==> config.mk <==
export PLATFORM = sky130hd
export DESIGN_NAME = cpu_mem_arbiter
export DESIGN_NICKNAME = d
export VERILOG_FILES = /design/src/rtl/cpu_mem_arb_pkg.sv /design/src/rtl/arb_starve_ctr.sv /design/src/rtl/cpu_mem_arbiter.sv
export SDC_FILE = /design/constraint.sdc
export NUM_CORES = 1
export LEC_CHECK = 0
export BUFFER_PORTS_ARGS = -buffer_cell sky130_fd_sc_hd__buf_2
export CAP_MARGIN = 20
export CORE_ASPECT_RATIO = 1.4
export CORE_UTILIZATION = 35
export CTS_CLUSTER_DIAMETER = 80
export DETAILED_ROUTE_END_ITERATION = 16
export SETUP_SLACK_MARGIN = 0.3
export SKIP_CTS_REPAIR_TIMING = 1
export SLEW_MARGIN = 20
export SYNTH_ARGS = -nofsm -noshare
export SYNTH_HDL_FRONTEND = slang
export SYNTH_SLANG_ARGS = --single-unit
export TNS_END_PERCENT = 20
==> constraint.sdc <==
create_clock -name clk -period 3.9 [get_ports clk]
set_input_delay 0 -clock clk [delete_from_list [all_inputs] [get_ports clk]]
set_output_delay 0 -clock clk [all_outputs]
set_load 0.01 [all_outputs]
==> src/rtl/cpu_mem_arb_pkg.sv <==
// Shared types and constants for the CPU/loader memory arbiter.
package cpu_mem_arb_pkg;

    localparam int DEF_ADDR_W   = 8;
    localparam int DEF_DATA_W   = 16;
    localparam int READ_LATENCY = 2;

    typedef enum logic {
        PORT_C = 1'b0,
        PORT_L = 1'b1
    } port_e;

    typedef struct packed {
        logic                  we;
        logic [DEF_ADDR_W-1:0] addr;
        logic [DEF_DATA_W-1:0] wdata;
    } mem_cmd_t;

endpackage

==> src/rtl/arb_starve_ctr.sv <==
// Saturating count of consecutive cycles the loader has been denied;
// o_at_limit tells the arbiter to force a loader grant.
module arb_starve_ctr #(
    parameter int LIMIT = 4
) (
    input  logic clk,
    input  logic reset,
    input  logic i_clr,
    input  logic i_inc,
    output logic o_at_limit
);

    logic [3:0] r_cnt;

    always_ff @(posedge clk) begin
        if (reset || i_clr) begin
            r_cnt <= '0;
        end else if (i_inc && (r_cnt != 4'(LIMIT))) begin
            r_cnt <= r_cnt + 4'd1;
        end
    end

    assign o_at_limit = (r_cnt == 4'(LIMIT));

endmodule

==> src/rtl/cpu_mem_arbiter.sv <==
// Single-port RAM arbiter: CPU has priority, loader is forced through after
// STARVE_LIMIT denied cycles. Define ARB_STATS_EN to add grant statistics.
module cpu_mem_arbiter
    import cpu_mem_arb_pkg::*;
#(
    parameter int ADDR_W       = DEF_ADDR_W,
    parameter int DATA_W       = DEF_DATA_W,
    parameter int STARVE_LIMIT = 4
) (
    input  logic              clk,
    input  logic              reset,
    input  logic              c_req,
    input  logic              c_we,
    input  logic [ADDR_W-1:0] c_addr,
    input  logic [DATA_W-1:0] c_wdata,
    output logic              c_gnt,
    output logic              c_rvalid,
    output logic [DATA_W-1:0] c_rdata,
    input  logic              l_req,
    input  logic              l_we,
    input  logic [ADDR_W-1:0] l_addr,
    input  logic [DATA_W-1:0] l_wdata,
    output logic              l_gnt,
    output logic              l_rvalid,
    output logic [DATA_W-1:0] l_rdata,
    output logic              mem_en,
    output logic              mem_we,
    output logic [ADDR_W-1:0] mem_addr,
    output logic [DATA_W-1:0] mem_wdata,
    input  logic [DATA_W-1:0] mem_rdata
`ifdef ARB_STATS_EN
    ,
    output logic [15:0]       c_grant_cnt,
    output logic [15:0]       l_grant_cnt,
    output logic [7:0]        starve_force_cnt
`endif
);

    typedef struct packed {
        logic              we;
        logic [ADDR_W-1:0] addr;
        logic [DATA_W-1:0] wdata;
    } cmd_t;

    logic              w_at_limit;
    logic              w_l_force;
    logic              w_gnt_c;
    logic              w_gnt_l;
    logic              w_any;
    port_e             w_sel;
    cmd_t              w_cmd;
    logic              w_c_rvalid;
    logic              w_l_rvalid;

    logic              r_mem_en;
    logic              r_mem_we;
    logic [ADDR_W-1:0] r_mem_addr;
    logic [DATA_W-1:0] r_mem_wdata;
    logic              r_tag_vld  [READ_LATENCY];
    port_e             r_tag_port [READ_LATENCY];
    logic [DATA_W-1:0] r_c_rdata;
    logic [DATA_W-1:0] r_l_rdata;

    // Arbitration: a starved loader overrides the CPU's fixed priority.
    always_comb begin
        w_l_force = l_req && w_at_limit;
        w_gnt_l   = !reset && (w_l_force || (!c_req && l_req));
        w_gnt_c   = !reset && c_req && !w_l_force;
        w_any     = w_gnt_c || w_gnt_l;
        w_sel     = w_gnt_l ? PORT_L : PORT_C;
        w_cmd.we    = w_gnt_l ? l_we    : c_we;
        w_cmd.addr  = w_gnt_l ? l_addr  : c_addr;
        w_cmd.wdata = w_gnt_l ? l_wdata : c_wdata;
    end

    arb_starve_ctr #(
        .LIMIT (STARVE_LIMIT)
    ) u_starve (
        .clk        (clk),
        .reset      (reset),
        .i_clr      (w_gnt_l || !l_req),
        .i_inc      (l_req && !w_gnt_l),
        .o_at_limit (w_at_limit)
    );

    // Issue stage plus read-tag pipeline; tag slot 0 lines up with mem_en.
    always_ff @(posedge clk) begin
        if (reset) begin
            r_mem_en    <= 1'b0;
            r_mem_we    <= 1'b0;
            r_mem_addr  <= '0;
            r_mem_wdata <= '0;
            r_c_rdata   <= '0;
            r_l_rdata   <= '0;
            for (int i = 0; i < READ_LATENCY; i++) begin
                r_tag_vld[i]  <= 1'b0;
                r_tag_port[i] <= PORT_C;
            end
        end else begin
            r_mem_en <= w_any;
            r_mem_we <= w_any && w_cmd.we;
            if (w_any) begin
                r_mem_addr  <= w_cmd.addr;
                r_mem_wdata <= w_cmd.wdata;
            end
            r_tag_vld[0]  <= w_any && !w_cmd.we;
            r_tag_port[0] <= w_sel;
            for (int i = 1; i < READ_LATENCY; i++) begin
                r_tag_vld[i]  <= r_tag_vld[i-1];
                r_tag_port[i] <= r_tag_port[i-1];
            end
            if (w_c_rvalid) r_c_rdata <= mem_rdata;
            if (w_l_rvalid) r_l_rdata <= mem_rdata;
        end
    end

    // Response stage: the RAM's registered output goes to the tagged owner,
    // the other port keeps showing its last read word.
    assign w_c_rvalid = !reset && r_tag_vld[READ_LATENCY-1] && (r_tag_port[READ_LATENCY-1] == PORT_C);
    assign w_l_rvalid = !reset && r_tag_vld[READ_LATENCY-1] && (r_tag_port[READ_LATENCY-1] == PORT_L);

    assign c_gnt     = w_gnt_c;
    assign l_gnt     = w_gnt_l;
    assign c_rvalid  = w_c_rvalid;
    assign l_rvalid  = w_l_rvalid;
    assign c_rdata   = w_c_rvalid ? mem_rdata : r_c_rdata;
    assign l_rdata   = w_l_rvalid ? mem_rdata : r_l_rdata;
    assign mem_en    = r_mem_en;
    assign mem_we    = r_mem_we;
    assign mem_addr  = r_mem_addr;
    assign mem_wdata = r_mem_wdata;

`ifdef ARB_STATS_EN
    logic [15:0] r_c_grant_cnt;
    logic [15:0] r_l_grant_cnt;
    logic [7:0]  r_force_cnt;

    always_ff @(posedge clk) begin
        if (reset) begin
            r_c_grant_cnt <= '0;
            r_l_grant_cnt <= '0;
            r_force_cnt   <= '0;
        end else begin
            if (w_gnt_c && (r_c_grant_cnt != '1)) r_c_grant_cnt <= r_c_grant_cnt + 16'd1;
            if (w_gnt_l && (r_l_grant_cnt != '1)) r_l_grant_cnt <= r_l_grant_cnt + 16'd1;
            if (w_gnt_l && w_l_force && (r_force_cnt != '1)) r_force_cnt <= r_force_cnt + 8'd1;
        end
    end

    assign c_grant_cnt      = r_c_grant_cnt;
    assign l_grant_cnt      = r_l_grant_cnt;
    assign starve_force_cnt = r_force_cnt;
`endif

endmodule

## Word level (Yosys, flattened, before mapping)

Memory sizes are Yosys's and may differ from the RTL's.
Index checks and enable logic that the tools add are counted.
Widths: inputs -> output; s select.

| storage, ports and cells | value |
|---|---|
| bits of input ports | 70 |
| word-level logic and storage cells | 52 |
| memory bits (read-only) | 0 |
| bits in latches | 0 |
| RAM bits | 4 |
| register bits after elaboration | 62 |
| memories kept | 2 |

| operators by class | value |
|---|---|
| eq/ne operators | 2 |
| shift-type cells | 0 |
| muxes and demuxes | 13 |
| bitwise gates (word level) | 5 |
| add/sub/neg operators | 1 |
| $mul | 0 |
| div/mod/pow operators | 0 |
| $lt $le $gt $ge | 0 |
| reductions and logical operators | 22 |

Memory list:

| memory | words | bits a word | read ports | clocked after Yosys merged registers in | write ports | RTL line | source |
|---|---|---|---|---|---|---|---|
| r_tag_port | 2 | 1 | 2 | 0 | 2 | cpu_mem_arbiter.sv:60 | `port_e r_tag_port [READ_LATENCY];` |
| r_tag_vld | 2 | 1 | 2 | 0 | 2 | cpu_mem_arbiter.sv:59 | `logic r_tag_vld [READ_LATENCY];` |

Operators with widths:

| kind | number |
|---|---|
| $mux 16 | 3 |
| $logic_and 1x1->1 | 12 |
| $mux 1 | 9 |
| $mux 8 | 1 |
| $logic_not 1->1 | 6 |
| $add 4x1->4 const B | 1 |
| $eq 4x3->1 const B | 1 |
| $logic_or 1x1->1 | 4 |
| $ne 4x3->1 const B | 1 |
| $or 1x1->1 | 4 |
| $not 1->1 | 1 |

## Depth between registers and ports, before layout

| depth | value |
|---|---|
| depth in word-level cells | 8 |
| mapped depth | 6 |
| gate-level depth less buffers | 5 |

## By module

A second synthesis with hierarchy kept.

| second synthesis, totals | value |
|---|---|
| cell total of the unflattened synthesis | 241 |
| area, all modules | 2857.7 um2 |

Modules (own cells, without submodules):

| module | instances | cells each | sequential area each (um2) | area each (um2) |
|---|---|---|---|---|
| cpu_mem_arbiter | 1 | 216 | 1241.2 | 2628.8 |
| arb_starve_ctr | 1 | 25 | 80.1 | 229.0 |

## Least setup slack after synthesis

OpenSTA, ideal clock, no wires.

| timing | value |
|---|---|
| path type | register -> register |
| start point | memory r_tag_vld[1][0] (netlist: r_tag_vld[0][1]) |
| end point | register r_c_rdata[10] |
| data required time | 3785 ps |
| path slack | 2377 ps |
| cell stages (with the launch flop) | 5 |
| clock period less this slack | 1523 ps |
| data arrival time | 1408 ps |
| path buffers | 1 |
| setup time | 115 ps |
| cells stage by stage | dfxtp_1 nor3b_4 buf_8 mux2_4 and2_1 |

RTL lines:

| what | RTL line | source |
|---|---|---|
| from (decl) | cpu_mem_arbiter.sv:59 |  |
| to (signal assigned) | cpu_mem_arbiter.sv:112 | `if (w_c_rvalid) r_c_rdata <= mem_rdata;` |
| to (decl) | cpu_mem_arbiter.sv:61 | `logic [DATA_W-1:0] r_c_rdata;` |

## Final worst setup path

| timing | value |
|---|---|
| start point | register u_starve.r_cnt[0] |
| end point | register r_mem_wdata[7] (netlist: mem_wdata[7]) |

| on the way | value |
|---|---|
| longest elaborated chain between the ends | 5 |

Ends and longest elaborated chain:

| what | RTL line | source |
|---|---|---|
| from (decl) | arb_starve_ctr.sv:13 | `logic [3:0] r_cnt;` |
| from (signal assigned) | arb_starve_ctr.sv:19 | `r_cnt <= r_cnt + 4'd1;` |
| $eq 4x3->1 (*) | arb_starve_ctr.sv:23 | `assign o_at_limit = (r_cnt == 4'(LIMIT));` |
| $logic_and 1x1->1 (*) | cpu_mem_arbiter.sv:66 | `w_l_force = l_req && w_at_limit;` |
| $logic_or 1x1->1 / $logic_not 1->1 (equally long branches) | cpu_mem_arbiter.sv:67, cpu_mem_arbiter.sv:68 |  |
| $logic_and 1x1->1, on equally long branches | cpu_mem_arbiter.sv:67, cpu_mem_arbiter.sv:68 |  |
| $mux 16 / $logic_or 1x1->1 (equally long branches) | cpu_mem_arbiter.sv:73, cpu_mem_arbiter.sv:69 |  |
| to (signal assigned) | cpu_mem_arbiter.sv:104 | `r_mem_wdata <= w_cmd.wdata;` |
| to (decl) | cpu_mem_arbiter.sv:58 | `logic [DATA_W-1:0] r_mem_wdata;` |

Mark *: on every way between the ends. The rest lies on a longest branch, timed or not.
A chain may end at the register's enable or synchronous reset.

==> out/metrics.json <==
{
  "final_core_area_utilization": {"value": 0.553},
  "fin_setup_tns": {"value": 0, "unit": "ps"},
  "portBuffers": {"value": 131},
  "detail_route.iter0.violations": {"value": 83},
  "critical_path.top_delay_family": {"value": "simple AND/OR/NAND/NOR gates"},
  "asyncSetResetFlopFracSynth": {"value": 0},
  "clk_pin_slew": {"value": 70, "unit": "ps"},
  "dominantRegCellSynth": {"value": "sky130_fd_sc_hd__dfxtp_1"},
  "initial_core_util": {"value": 0.365},
  "grt_first_pass_wirelength": {"value": 10100, "unit": "um"},
  "end_point_of_the_most_critical_hold_path": {"value": "r_l_rdata[3]$_SDFF_PP0_"},
  "worst_pin_slew": {"value": 1040, "unit": "ps"},
  "crit_path_required_time": {"value": 4110, "unit": "ps"},
  "yosysSeqAreaShare": {"value": 0.485},
  "areaGrowthSynthToFinish": {"value": 51.3, "unit": "%"},
  "max-slew-margin-rel": {"value": 0.306},
  "antenna-diode-count": {"value": 0},
  "dp_hpwl": {"value": 4240, "unit": "um"},
  "max_cap_viol_count": {"value": 0},
  "crit_cells": {"value": 6},
  "slowest_delay": {"value": 560, "unit": "ps"},
  "finalWorstPathRequiredPeriod": {"value": 2510, "unit": "ps"},
  "clock_sink_count": {"value": 66},
  "number_of_placement_rows": {"value": 37},
  "synth_area": {"value": 2720, "unit": "um^2"},
  "power_frac_comb": {"value": 0.141},
  "critical_path_peak_fanout": {"value": 26},
  "finalWirelength": {"value": 6840, "unit": "um"},
  "min-delay-start": {"value": "mem_rdata[3]"},
  "setup.worst_path.start_class": {"value": "flop"},
  "synth_area_per_cell": {"value": 10.6, "unit": "um^2"},
  "pwr_density_cell": {"value": 367, "unit": "nW/um^2"},
  "critical_path.reg2reg.endpoint": {"value": "mem_wdata[7]$_SDFFE_PP0P_"},
  "min_delay_path_depth": {"value": 3},
  "initial_antenna_violation_count": {"value": 0},
  "critical_path.reg2reg.startpoint": {"value": "u_starve.r_cnt[0]$_SDFFE_PP0P_"},
  "crit_path_top_delay_cell": {"value": "sky130_fd_sc_hd__nand2_1"},
  "worstPathBufferInverterCount": {"value": 2},
  "critical_path.endpoint_type": {"value": "flop"},
  "final-instance-count-excl-fill": {"value": 531},
  "first_pass_iters": {"value": 4},
  "ioPinCount": {"value": 132},
  "clock.fmax": {"value": 398, "unit": "MHz"},
  "die_w": {"value": 76.6, "unit": "um"},
  "reported_leakage_power": {"value": 2.05, "unit": "nW"},
  "fraction_of_final_layout_cells_sized_beyond_drive_strength_1": {"value": 0.470},
  "synth.distinct_cells": {"value": 29},
  "avgViaCountPerCell": {"value": 4.77},
  "unrepaired_setup_endpoints_after_global_routing": {"value": "no"},
  "tritoncts_clock_tree": {"value": "yes"},
  "slew_viol_final": {"value": 0},
  "yosysWarningCount": {"value": 0},
  "regToRegSetupSlack": {"value": 1390, "unit": "ps"},
  "worstPathCellList": {"value": "inv_1 > ha_1 > nand4b_1 > nand2_1 > o221a_2 > dlygate4sd3_1"},
  "detail-route-antenna-nets": {"value": 0},
  "p_int": {"value": 1.17, "unit": "mW"},
  "post-layout-total-power": {"value": 1.51, "unit": "mW"},
  "globalplace.congestion": {"value": 0.707},
  "timing_worst_setup_path_type": {"value": "reg2reg"},
  "vias": {"value": 2531},
  "skew": {"value": 8.32, "unit": "ps"},
  "finalNetCount": {"value": 502},
  "holdWs": {"value": 28.3, "unit": "ps"},
  "timing.final.hold_violations": {"value": 0},
  "worstHoldPathType": {"value": "in2reg"},
  "grt_remaining_overflow": {"value": 0},
  "setup.worst_path.start": {"value": "u_starve.r_cnt[0]$_SDFFE_PP0P_"},
  "worst_skew_pair.late_latency": {"value": 330, "unit": "ps"},
  "groute.usage.overall": {"value": 0.159},
  "htree_levels": {"value": 3},
  "drc_violations": {"value": 0},
  "r2r_cells": {"value": 6},
  "sequential_share_of_power": {"value": 0.471},
  "synthesis.nets": {"value": 328},
  "cts-root-to-sink-buffers": {"value": 2},
  "die_h": {"value": 106, "unit": "um"},
  "cp_data_arrival_time": {"value": 2720, "unit": "ps"},
  "synth.ff_latch_count": {"value": 66},
  "route.detailed.wl_per_inst": {"value": 12.9, "unit": "um"},
  "vias_in_the_first_global_route": {"value": 2300},
  "finalCritPeriodShare": {"value": 0.644},
  "synth_enable_flop_cells": {"value": 0},
  "cts-buffers-inserted": {"value": 9},
  "setup_violations": {"value": 0},
  "sw_frac_of_total": {"value": 0.230},
  "grt_start_max_net_pins": {"value": 37},
  "clkPwrFrac": {"value": 0.388},
  "vdd_drop_max": {"value": 0.179, "unit": "mV"},
  "outcome": {"value": "completed"},
  "placeableCoreArea": {"value": 7450, "unit": "um^2"},
  "post-place-cells": {"value": 465},
  "root_buffer": {"value": "sky130_fd_sc_hd__clkbuf_8"},
  "design.die.area": {"value": 8140, "unit": "um^2"},
  "p_sw": {"value": 348, "unit": "uW"},
  "syn_inst": {"value": 256}
}
-- cell families (layout without fill, tap and decap cells) --
kind of cell / after synthesis / in the layout / synth area share
mux: 32 / 32 / 0.145
buf+inv: 24 / 202 / 0.0432
compound gates: 28 / 28 / 0.109
flops: 66 / 66 / 0.485
fa+ha+maj: 2 / 2 / 0.00919
xor+xnor: 2 / 2 / 0.00643
simple gates: 102 / 102 / 0.202
-- per-stage QoR --
| step | cell area [um^2] | setup slack, ps |
|---|---|---|
| after global placement | 3400 | 1740 |
| after detailed placement | 3410 | 1850 |
| after CTS | 3610 | 1690 |
| after floorplan | 2720 | 2380 |
| final | 4120 | 1390 |
| after global routing | 4120 | 1230 |
-- registers in the layout, summed over array words and instances (netlist names) --
register	flops
r_l_rdata	16
mem_addr	8
r_tag_port	2
mem_wdata	16
mem_en	1
r_tag_vld	2
mem_we	1
r_c_rdata	16
u_starve.r_cnt	4
-- worst register-to-register path: stages, from the launching register on --
cell and delay [ps]:
sky130_fd_sc_hd__dfxtp_1 380, sky130_fd_sc_hd__inv_1 60, sky130_fd_sc_hd__ha_1 220, sky130_fd_sc_hd__nand4b_1 130, sky130_fd_sc_hd__nand2_1 560, sky130_fd_sc_hd__o221a_2 490
sky130_fd_sc_hd__dlygate4sd3_1 560
-- synthesized netlist by cell type (2+ instances only) --
cell	count	area (um^2)
sky130_fd_sc_hd__nand3_1	2	10.0
sky130_fd_sc_hd__nor2b_1	3	18.8
sky130_fd_sc_hd__nor3_1	24	120
sky130_fd_sc_hd__clkbuf_1	10	37.5
sky130_fd_sc_hd__ha_1	2	25.0
sky130_fd_sc_hd__dfxtp_1	66	1320
sky130_fd_sc_hd__and2_1	32	200
sky130_fd_sc_hd__nand2_1	2	7.51
sky130_fd_sc_hd__buf_2	7	35.0
sky130_fd_sc_hd__mux2_2	22	248
sky130_fd_sc_hd__mux2_4	9	135
sky130_fd_sc_hd__inv_1	5	18.8
sky130_fd_sc_hd__o221a_2	24	270
sky130_fd_sc_hd__nor2_1	33	124
-- power by group through the flow --
stage               clock [mW]  sequential, mW  combinational, mW
CTS                      0.609           0.713              0.167
detailed placement           0           0.727              0.167
finish                   0.587           0.713              0.214
floorplan                    0           0.737             0.0824
global route             0.636           0.716              0.234
global placement             0           0.728              0.164
-- worst max path at each step --
stage,endpoint,slack (ps)
global placement,mem_addr[7]$_SDFFE_PP0P_,1740
global route,mem_addr[5]$_SDFFE_PP0P_,1230
finish,mem_wdata[7]$_SDFFE_PP0P_,1390
floorplan,r_c_rdata[10]$_SDFF_PP0_,2380
CTS,c_rdata[15],1690
detailed placement,r_c_rdata[15]$_SDFF_PP0_,1850
-- layout by cell type, fill, tap and decap left out, types with 2 or more instances in the layout --
master,instances
sky130_fd_sc_hd__and2_1,32
sky130_fd_sc_hd__buf_2,131
sky130_fd_sc_hd__clkbuf_8,12
sky130_fd_sc_hd__dfxtp_1,66
sky130_fd_sc_hd__dlygate4sd3_1,51
sky130_fd_sc_hd__ha_1,2
sky130_fd_sc_hd__inv_1,5
sky130_fd_sc_hd__mux2_2,22
sky130_fd_sc_hd__mux2_4,9
sky130_fd_sc_hd__nand2_1,2
sky130_fd_sc_hd__nand3_1,2
sky130_fd_sc_hd__nor2_1,33
sky130_fd_sc_hd__nor2b_1,3
sky130_fd_sc_hd__nor3_1,24
sky130_fd_sc_hd__o221a_2,24
-- metal layers --
metal,vias up,global-route usage,share of wire
met3,10,0.0429,0.065
met5,-,0,0
li1,1249,-,-
met2,112,0.273,0.48
met1,1160,0.170,0.43
met4,0,0.107,0.017
-- final cells by class --
class	count	area (um^2)
well taps	97	121
multi-input cells	166	1290
flip-flops and latches	66	1320
clock buffers	13	169
inverters	5	18.8
fillers	691	3330
clock inverters	2	35.0
repair buffers	182	1170
No activity file was read; power rests on OpenSTA's default activity.
